`src/rtl/sample_packer.sv`:
```
// sample_packer: drains NCH first-word-fall-through sample FIFOs through an
// enable mask with round-robin arbitration. Each popped sample becomes one
// byte frame: a header {HDR_TAG, channel}, then the zero-extended sample MSB
// byte first. The frame is written into an 8-bit write queue that can apply
// backpressure. A 16-bit counter tracks completed frames.
// Optional feature: define SAMPLE_PACKER_CHECKSUM_EN to append an XOR
// checksum byte (header ^ payload bytes) to every frame.
module sample_packer #(
    parameter int         NCH     = 5,
    parameter int         W       = 10,
    parameter logic [3:0] HDR_TAG = 4'hA
) (
    input  logic             clk,
    input  logic             rst,
    input  logic [NCH*W-1:0] in_smp,
    input  logic [NCH-1:0]   em_smp,
    output logic [NCH-1:0]   pp_smp,
    input  logic [NCH-1:0]   en,
    output logic [7:0]       out_write,
    output logic             ld_write,
    input  logic             fl_write,
    output logic             busy,
    output logic [15:0]      frames
);

    localparam int NB = (W + 7) / 8;
    localparam int PW = NB * 8;
    localparam int CW = (NCH > 1) ? $clog2(NCH) : 1;
    localparam int IW = (NB > 1) ? $clog2(NB) : 1;

`ifdef SAMPLE_PACKER_CHECKSUM_EN
    typedef enum logic [1:0] {IDLE = 2'd0, HDR = 2'd1, DATA = 2'd2, CSUM = 2'd3} state_t;

    // XOR of the header byte and every payload byte of a frame.
    function automatic logic [7:0] frame_csum(input logic [7:0] hdr, input logic [PW-1:0] pay);
        logic [7:0] acc;
        acc = hdr;
        for (int b = 0; b < NB; b++) begin
            acc = acc ^ pay[b*8 +: 8];
        end
        return acc;
    endfunction
`else
    typedef enum logic [1:0] {IDLE = 2'd0, HDR = 2'd1, DATA = 2'd2} state_t;
`endif

    state_t          state_r, state_s;
    logic [CW-1:0]   rr_r, rr_s;
    logic [CW-1:0]   ch_r, ch_s;
    logic [W-1:0]    smp_r, smp_s;
    logic [IW-1:0]   idx_r, idx_s;
    logic [NCH-1:0]  pp_r, pp_s;
    logic [15:0]     frames_r, frames_s;

    logic            hit_s;
    logic [CW-1:0]   pick_s;
    logic [W-1:0]    sel_smp_s;
    logic [7:0]      hdr_s;
    logic [PW-1:0]   pay_s;
    logic [7:0]      byte_s;
    logic            load_s;

    // Round-robin scan starting just after the last served channel; rr itself is checked last.
    always_comb begin
        logic [CW-1:0] c_v;
        hit_s  = 1'b0;
        pick_s = '0;
        c_v    = '0;
        for (int k = 1; k <= NCH; k++) begin
            c_v = CW'((int'(rr_r) + k) % NCH);
            if (!hit_s && en[c_v] && !em_smp[c_v]) begin
                hit_s  = 1'b1;
                pick_s = c_v;
            end else begin
                hit_s  = hit_s;
            end
        end
    end

    // Mux the head sample of the selected channel.
    always_comb begin
        sel_smp_s = '0;
        for (int c = 0; c < NCH; c++) begin
            if (pick_s == CW'(c)) begin
                sel_smp_s = in_smp[c*W +: W];
            end else begin
                sel_smp_s = sel_smp_s;
            end
        end
    end

    assign hdr_s = {HDR_TAG, 4'(ch_r)};
    assign pay_s = PW'(smp_r);

    // Select payload byte idx of the held sample (idx NB-1 is the MSB byte).
    always_comb begin
        byte_s = 8'h00;
        for (int b = 0; b < NB; b++) begin
            if (idx_r == IW'(b)) begin
                byte_s = pay_s[b*8 +: 8];
            end else begin
                byte_s = byte_s;
            end
        end
    end

    // Next-state, pop pulse, frame counting and the write-queue strobe/byte.
    // A byte is never loaded while reset is asserted, so an abandoned frame emits nothing more.
    always_comb begin
        state_s   = state_r;
        rr_s      = rr_r;
        ch_s      = ch_r;
        smp_s     = smp_r;
        idx_s     = idx_r;
        pp_s      = '0;
        frames_s  = frames_r;
        load_s    = 1'b0;
        out_write = 8'h00;
        case (state_r)
            IDLE: begin
                if (hit_s) begin
                    ch_s         = pick_s;
                    rr_s         = pick_s;
                    smp_s        = sel_smp_s;
                    pp_s[pick_s] = 1'b1;
                    state_s      = HDR;
                end else begin
                    state_s      = IDLE;
                end
            end
            HDR: begin
                load_s = !fl_write && !rst;
                if (load_s) begin
                    out_write = hdr_s;
                    idx_s     = IW'(NB - 1);
                    state_s   = DATA;
                end else begin
                    out_write = 8'h00;
                end
            end
            DATA: begin
                load_s = !fl_write && !rst;
                if (load_s) begin
                    out_write = byte_s;
                    if (idx_r != '0) begin
                        idx_s = idx_r - IW'(1);
                    end else begin
`ifdef SAMPLE_PACKER_CHECKSUM_EN
                        state_s  = CSUM;
`else
                        state_s  = IDLE;
                        frames_s = frames_r + 16'd1;
`endif
                    end
                end else begin
                    out_write = 8'h00;
                end
            end
`ifdef SAMPLE_PACKER_CHECKSUM_EN
            CSUM: begin
                load_s = !fl_write && !rst;
                if (load_s) begin
                    out_write = frame_csum(hdr_s, pay_s);
                    frames_s  = frames_r + 16'd1;
                    state_s   = IDLE;
                end else begin
                    out_write = 8'h00;
                end
            end
`endif
            default: begin
                state_s = IDLE;
            end
        endcase
    end

    // State and datapath registers with synchronous reset.
    always_ff @(posedge clk) begin
        if (rst) begin
            state_r  <= IDLE;
            rr_r     <= CW'(NCH - 1);
            ch_r     <= '0;
            smp_r    <= '0;
            idx_r    <= '0;
            pp_r     <= '0;
            frames_r <= 16'd0;
        end else begin
            state_r  <= state_s;
            rr_r     <= rr_s;
            ch_r     <= ch_s;
            smp_r    <= smp_s;
            idx_r    <= idx_s;
            pp_r     <= pp_s;
            frames_r <= frames_s;
        end
    end

    assign ld_write = load_s;
    assign pp_smp   = pp_r;
    assign frames   = frames_r;
    assign busy     = (state_r != IDLE);

endmodule
```
`config.mk`:
```
export PLATFORM = sky130hd
export DESIGN_NAME = sample_packer
export DESIGN_NICKNAME = d
export VERILOG_FILES = /design/src/rtl/sample_packer.sv
export SDC_FILE = /design/constraint.sdc
export NUM_CORES = 1
export LEC_CHECK = 0
export CAP_MARGIN = 20
export CORE_ASPECT_RATIO = 0.5
export CORE_MARGIN = 4
export CORE_UTILIZATION = 30
export CTS_CLUSTER_SIZE = 16
export DETAILED_ROUTE_END_ITERATION = 12
export SLEW_MARGIN = 10
export SYNTH_ARGS = -nofsm -noshare
export SYNTH_HDL_FRONTEND = slang
export SYNTH_SLANG_ARGS = --single-unit
export TNS_END_PERCENT = 10
```
`constraint.sdc`:
```
create_clock -name clk -period 9.3 [get_ports clk]
set_input_delay 2.79 -clock clk [delete_from_list [all_inputs] [get_ports clk]]
set_output_delay 2.79 -clock clk [all_outputs]
set_load 0.05 [all_outputs]
```
==> results of run 1 <==
==> worst paths after layout <==
check | from | endpoint | slack [ps]
max | fl_write | out_write[2] | 1360
min | smp_r[1]$_SDFFE_PP0P_ | smp_r[1]$_SDFFE_PP0P_ | 480
max reg2reg | rr_r[1]$_SDFFE_PP0P_ | smp_r[6]$_SDFFE_PP0P_ | 3210
min reg2reg | smp_r[1]$_SDFFE_PP0P_ | smp_r[1]$_SDFFE_PP0P_ | 480
==> logic make-up (layout without fill, tap and decap cells) <==
family / Yosys count / count (layout)
xor gates and xnor gates: 21 / 21
adders and majority gates: 33 / 33
muxes: 45 / 45
DFF: 38 / 38
AOI/OAI and AO/OA: 115 / 115
buffers and inverters: 51 / 131
and+or+nand+nor: 159 / 159
==> synth_stat cells, types with 3 or more instances <==
master / instances
a211o_1: 3
a211oi_1: 6
a21boi_0: 4
a21o_1: 3
a21oi_1: 12
a21oi_2: 3
a31oi_1: 5
a32oi_1: 12
and2_1: 7
and3_1: 7
buf_1: 3
buf_2: 8
clkbuf_1: 11
dfxtp_1: 38
ha_1: 31
inv_1: 24
mux2_2: 3
mux2i_1: 40
nand2_1: 28
nand2b_1: 11
nand3_1: 12
nand4_1: 7
nor2_1: 45
nor2b_1: 11
nor3_1: 5
nor4_1: 3
nor4b_1: 3
o211ai_1: 3
o21a_1: 3
o21ai_0: 8
o221ai_2: 9
o22ai_1: 5
xnor2_1: 6
xor2_1: 13
==> metrics by stage <==
step	hold WS [ps]	worst slack (ps)	instance area [µm²]	util, %
3_5_place_dp	470	1370	5040	39.3
3_3_place_gp	464	1380	5040	39.3
5_1_grt	517	1150	5170	40.4
4_1_cts	484	1350	5170	40.4
6_report	482	1360	5170	40.4
2_1_floorplan	438	1570	3970	-
==> layout make-up <==
cell class / instances / area [µm²] / area share, %
Multi-Input combinational cell: 373 / 2990 / 57.8
Clock buffer: 6 / 139 / 2.68
Sequential cell: 38 / 761 / 14.7
Tap cell: 170 / 213 / 4.11
Inverter: 26 / 100 / 1.93
Timing Repair Buffer: 99 / 971 / 18.8
==> flip-flops by register name, indices dropped and copies added (netlist names) <==
signal   cells
frames      16
smp_r       10
pp_smp       5
rr_r         3
state_r      2
ch_r         1
idx_r        1
==> power by group <==
part | leakage (nW) | internal (mW) | total, mW | switching [mW]
clock network | 0.0688 | 0.103 | 0.161 | 0.0574
registers | 0.310 | 0.198 | 0.215 | 0.0171
logic | 1.68 | 0.651 | 1.53 | 0.882
==> placed cells by master, fill, tap and decap left out, drive strengths merged, types with 7 or more instances in the layout <==
cell	Yosys	final
clkdlybuf4s50	0	91
nor2	45	45
mux2i	40	40
dfxtp	38	38
ha	31	31
nand2	28	28
inv	26	26
a21oi	15	15
a32oi	14	14
xor2	13	13
nand3	12	12
o21ai	12	12
nor2b	11	11
nand2b	11	11
o221ai	10	10
buf	14	8
and2	8	8
nand4	8	8
xnor2	8	8
and3	7	7
a211oi	7	7
==> worst register-to-register path: cells and delay by family (launching register included) <==
family	cells	cell delay, ps
buf+inv	2	610
mux	2	600
fa+ha+maj	3	1290
flops	1	540
compound gates	6	1800
simple gates	5	1120
==> routing by layer <==
layer	track usage (%)	up-vias	routed length [µm]
met4	2.90	0	125
met2	25.8	59	5280
met5	0	-	0
met1	19.6	1749	5430
li1	-	1901	-
met3	1.63	10	254
==> flow_metrics.py, run 1 <==
metrics = {
    "place": {
        "dp_hpwl_um": 8670,
        "place_inst": 706,
        "gp_congestion": 0.791,
        "io_buffers": 93,
    },
    "synthesis": {
        "yosys.area_share.simple_pct": 21.6,
        "ys_seq_area_share_pct": 19.2,
        "synth_nets": 557,
        "synth_xor_area_share_pct": 5.30,
        "synthMuxAreaShare_pct": 12.1,
        "netlist_area_um2": 3970,
        "synth_top_family_by_area": "compound AO/OA/AOI/OAI gates",
        "synthCells": 462,
        "ys_seq_elements": 38,
        "avgSynthCellArea_um2": 8.59,
        "synth_fa_ha_area_share_pct": 10.5,
        "synth_compound_area_share_pct": 25.8,
        "ys.flop_type": "dfxtp_1",
        "yosys.area.top_type_share_pct": 19.2,
        "yosysTopAreaCell": "dfxtp_1",
        "synthArstFlopShare_pct": 0,
        "synth-edff-count": 0,
        "synth.distinct_cells": 91,
        "yosys_warnings": 0,
        "synth_area_leaders": "dfxtp_1 19%, mux2i_1 10%, ha_1 9.8%, nor2_1 4.3%, o221ai_2 3.4%",
    },
    "global_route": {
        "grt_pass1_vias": 3648,
        "antenna_found_initial": 0,
        "grt_remaining_overflow": 0,
        "grt_max_degree": 34,
        "grt_pass1_wl_um": 18500,
        "grt_use_total_pct": 14.6,
    },
    "min_path": {
        "min_path_cells": 2,
        "worst_hold_path_type": "reg2reg",
    },
    "setup_path": {
        "r2r_cells": 18,
        "path_class": "in2out",
        "cp_top_family": "buffers and inverters",
        "max_stage_delay_ps": 830,
        "cp.arrival_ps": 5150,
        "cp-end-kind": "output port",
        "cp_max_fo": 12,
        "critPathLaunchType": "input port",
        "timing.critical_path.cells": "clkdlybuf4s50_1 -> nor2_1 -> nand2_1 -> nor2_1 -> buf_4 -> a32oi_1 -> nor2b_1 -> clkdlybuf4s50_1",
        "worst-path-buf-inv": 3,
        "crit_cells": 8,
        "cp_slowest_cell": "clkdlybuf4s50_1",
        "cp.required_ps": 6510,
    },
    "final_layout": {
        "syn2layout_area_growth_pct": 30.5,
        "antenna_cells": 0,
        "final_layout_size_suffix_gt1_share_pct": 11.3,
        "finalNetCount": 638,
        "instances_no_fill": 712,
        "nFillCells": 1265,
    },
    "sta": {
        "finalSetupViolCount": 0,
        "skew_ps": 3.41,
        "finalHoldViolations": 0,
        "period_minus_slack_ps": 7940,
        "slew_headroom_pct": 34.0,
        "worst_pin_slew_ps": 991,
        "drv_slew": 0,
        "rsz0062_at_grt": "false",
        "setup_tns_ps": 0,
        "clock.fmax_mhz": 126,
        "min_period_over_period_pct": 85.4,
    },
    "floorplanning": {
        "dieHeight_um": 89.3,
        "core_um2": 12800,
        "rows": 29,
        "dieArea_um2": 15200,
        "start_util_pct": 31.0,
        "boundaryPins": 94,
        "die_w_um": 171,
    },
    "status": {
        "outcome": "finished clean",
    },
    "routing": {
        "final_antenna_net_count": 0,
        "vias": 3719,
        "drt_iter0_drc": 140,
        "routedWlPerCell_um": 15.6,
        "firstDrtPassIters": 4,
        "viasPerCell": 5.22,
        "drc_errors": 0,
        "wirelength_um": 11100,
    },
    "cts": {
        "cts_setup_buffers": 0,
        "cts-buffers-inserted": 5,
        "root_buffer": "clkbuf_16",
        "insertion_delay_ps": 270,
        "clk_path_buf_depth": 2,
        "htreeDepth": 2,
        "numClockSinks": 38,
        "path_clk_slew_ps": 50,
        "cts_resized": 0,
        "cts_hold_buf": 0,
        "cts_tree": "yes",
    },
    "power_and_ir_drop": {
        "power.density_nw_per_um2": 369,
        "p_total_mw": 1.91,
        "p_leak_nw": 2.06,
        "vdd_drop_max_v": 0.000274,
    },
    "run": {
        "maxCapViolations": 0,
    },
}
Power figures use the tool's default switching activity.
==> run 2: changes to the inputs <==
Settings changed: CTS_CLUSTER_DIAMETER set to 100.
==> results of run 2 <==
The final DEF is identical to that of run 1; final timing and power are the same.
==> run 3: changes to the inputs <==
Settings changed: DONT_BUFFER_PORTS set to 1.
==> run 3 against run 2 <==
Routed wire length decreased by 7.3%; total power shrank 3.2%; clock skew grew 1.3 ps; sequential share of layout area increased by 3.3 points; sequential power is 12% higher; non-clock buffer count decreased by 97; fmax grew 4.4%; highest routed layer unchanged; first-iteration DRC count is 50% higher; cell count is 14% lower.
==> flow_metrics.py, run 3 (synthesis results as in run 1) <==
metrics = {
    "floorplanning": {
        "core_um2": 12800,
        "boundaryPins": 94,
        "dieHeight_um": 89.3,
        "die_w_um": 171,
        "dieArea_um2": 15200,
        "start_util_pct": 31.0,
        "rows": 29,
    },
    "routing": {
        "vias": 3384,
        "wl_met3_um": 564,
        "drc_errors": 0,
        "viasPerCell": 5.50,
        "firstDrtPassIters": 4,
        "drt_iter0_drc": 210,
        "final_antenna_net_count": 0,
        "wl_met1_um": 4860,
        "wirelength_um": 10300,
        "dr_wl_met2_um": 4690,
        "top_layer": "met4",
        "routedWlPerCell_um": 16.7,
    },
    "setup_path": {
        "critPathLaunchType": "input port",
        "cp_slowest_cell": "a21boi_1",
        "cp-end-kind": "output port",
        "timing.critical_path.cells": "nor2_1 -> nand2_1 -> nor2_1 -> nand2_1 -> a21boi_1",
        "cp.arrival_ps": 4820,
        "cp_max_fo": 27,
        "path_class": "in2out",
        "max_stage_delay_ps": 850,
        "cp.required_ps": 6510,
    },
    "status": {
        "outcome": "finished clean",
    },
    "min_path": {
        "worst_hold_path_type": "reg2reg",
    },
    "final_layout": {
        "finalNetCount": 541,
        "mostFrequentLayoutCell": "nor2_1",
        "largest_reg_flops": 16,
        "nFillCells": 1318,
        "syn2layout_area_growth_pct": 6.37,
        "antenna_cells": 0,
        "final_cell_mix": "45 x nor2_1, 40 x mux2i_1, 38 x dfxtp_1, 31 x ha_1, 28 x nand2_1",
        "fin_area_um2": 4220,
        "final_layout_size_suffix_gt1_share_pct": 12.4,
        "finish.utilization_pct": 32.9,
    },
    "power_and_ir_drop": {
        "p_leak_nw": 1.69,
        "p_total_mw": 1.85,
        "vdd_drop_max_v": 0.000189,
        "power.density_nw_per_um2": 438,
    },
    "place": {
        "dp_slack_ps": 1660,
        "dp_hpwl_um": 7940,
        "dpl_cell_area_um2": 4080,
        "io_buffers": 0,
        "gp_congestion": 0.761,
    },
    "cts": {
        "root_buffer": "clkbuf_16",
        "insertion_delay_ps": 280,
        "cts_setup_buffers": 0,
        "htreeDepth": 2,
        "cts_resized": 0,
        "clk_path_buf_depth": 2,
        "path_clk_slew_ps": 50,
        "cts_hold_buf": 0,
        "cts_tree": "yes",
        "numClockSinks": 38,
        "cts-buffers-inserted": 5,
    },
    "sta": {
        "worst_slack_ps": 1690,
        "drv_slew": 0,
        "finalHoldViolations": 0,
        "rsz0062_at_grt": "false",
        "worst_pin_slew_ps": 1050,
        "period_minus_slack_ps": 7610,
        "skew_ps": 4.68,
        "setup_tns_ps": 0,
        "min_period_over_period_pct": 81.8,
        "finalSetupViolCount": 0,
        "clock.fmax_mhz": 131,
        "slew_headroom_pct": 29.8,
    },
    "run": {
        "maxCapViolations": 0,
    },
    "global_route": {
        "grt_use_total_pct": 13.6,
        "grt_pass1_wl_um": 17100,
        "grt_pass1_vias": 3246,
        "grt_max_degree": 34,
        "antenna_found_initial": 0,
        "grt_remaining_overflow": 0,
    },
}
run 3: changes by cell type in the layout (fill, tap and decap cells not counted):
cell / change
a21boi_1: +2
a21boi_0: -2
buf_4: -6
clkdlybuf4s50_1: -91
run 3: worst paths after layout:
check / from / to / slack, ps / depth (start not counted)
min reg2reg: smp_r[6]$_SDFFE_PP0P_ / smp_r[6]$_SDFFE_PP0P_ / 480 / 2
min: smp_r[6]$_SDFFE_PP0P_ / smp_r[6]$_SDFFE_PP0P_ / 480 / 2
max reg2reg: rr_r[2]$_SDFFE_PP1P_ / smp_r[2]$_SDFFE_PP0P_ / 3220 / 16
max: rst / out_write[7] / 1690 / 5
run 3: power breakdown:
group / total [mW] / internal [mW] / switching [mW]
Clock: 0.163 / 0.103 / 0.0597
Combinational: 1.44 / 0.609 / 0.835
Sequential: 0.241 / 0.198 / 0.0428
Total: 1.85 / 0.911 / 0.938
run 3: final cells by class:
| class | instances | area [µm²] | area share (%) |
|---|---|---|---|
| tap | 170 | 213 | 5.04 |
| sequential | 38 | 761 | 18.0 |
| inverter | 26 | 100 | 2.37 |
| timing repair buffer | 2 | 15.0 | 0.356 |
| multi-input combinational | 373 | 2990 | 70.9 |
| clock buffer | 6 | 139 | 3.29 |
run 3: through the flow:
step                      hold slack [ps]  instances
after floorplan                       438        462
after global placement                458        609
after detailed placement              460        609
after CTS                             476        615
after global routing                  492        615
final                                 478        615
run 3: layer usage:
metal / vias up / track usage [%]
met5: - / 0
met1: 1597 / 18.3
met3: 15 / 2.69
li1: 1692 / -
met4: 0 / 3.19
met2: 80 / 22.7
run 3: critical path: cells and delay by family:
family	cells	cell delay, ps
AO/OA/AOI/OAI	1	850
AND/OR/NAND/NOR	4	1160
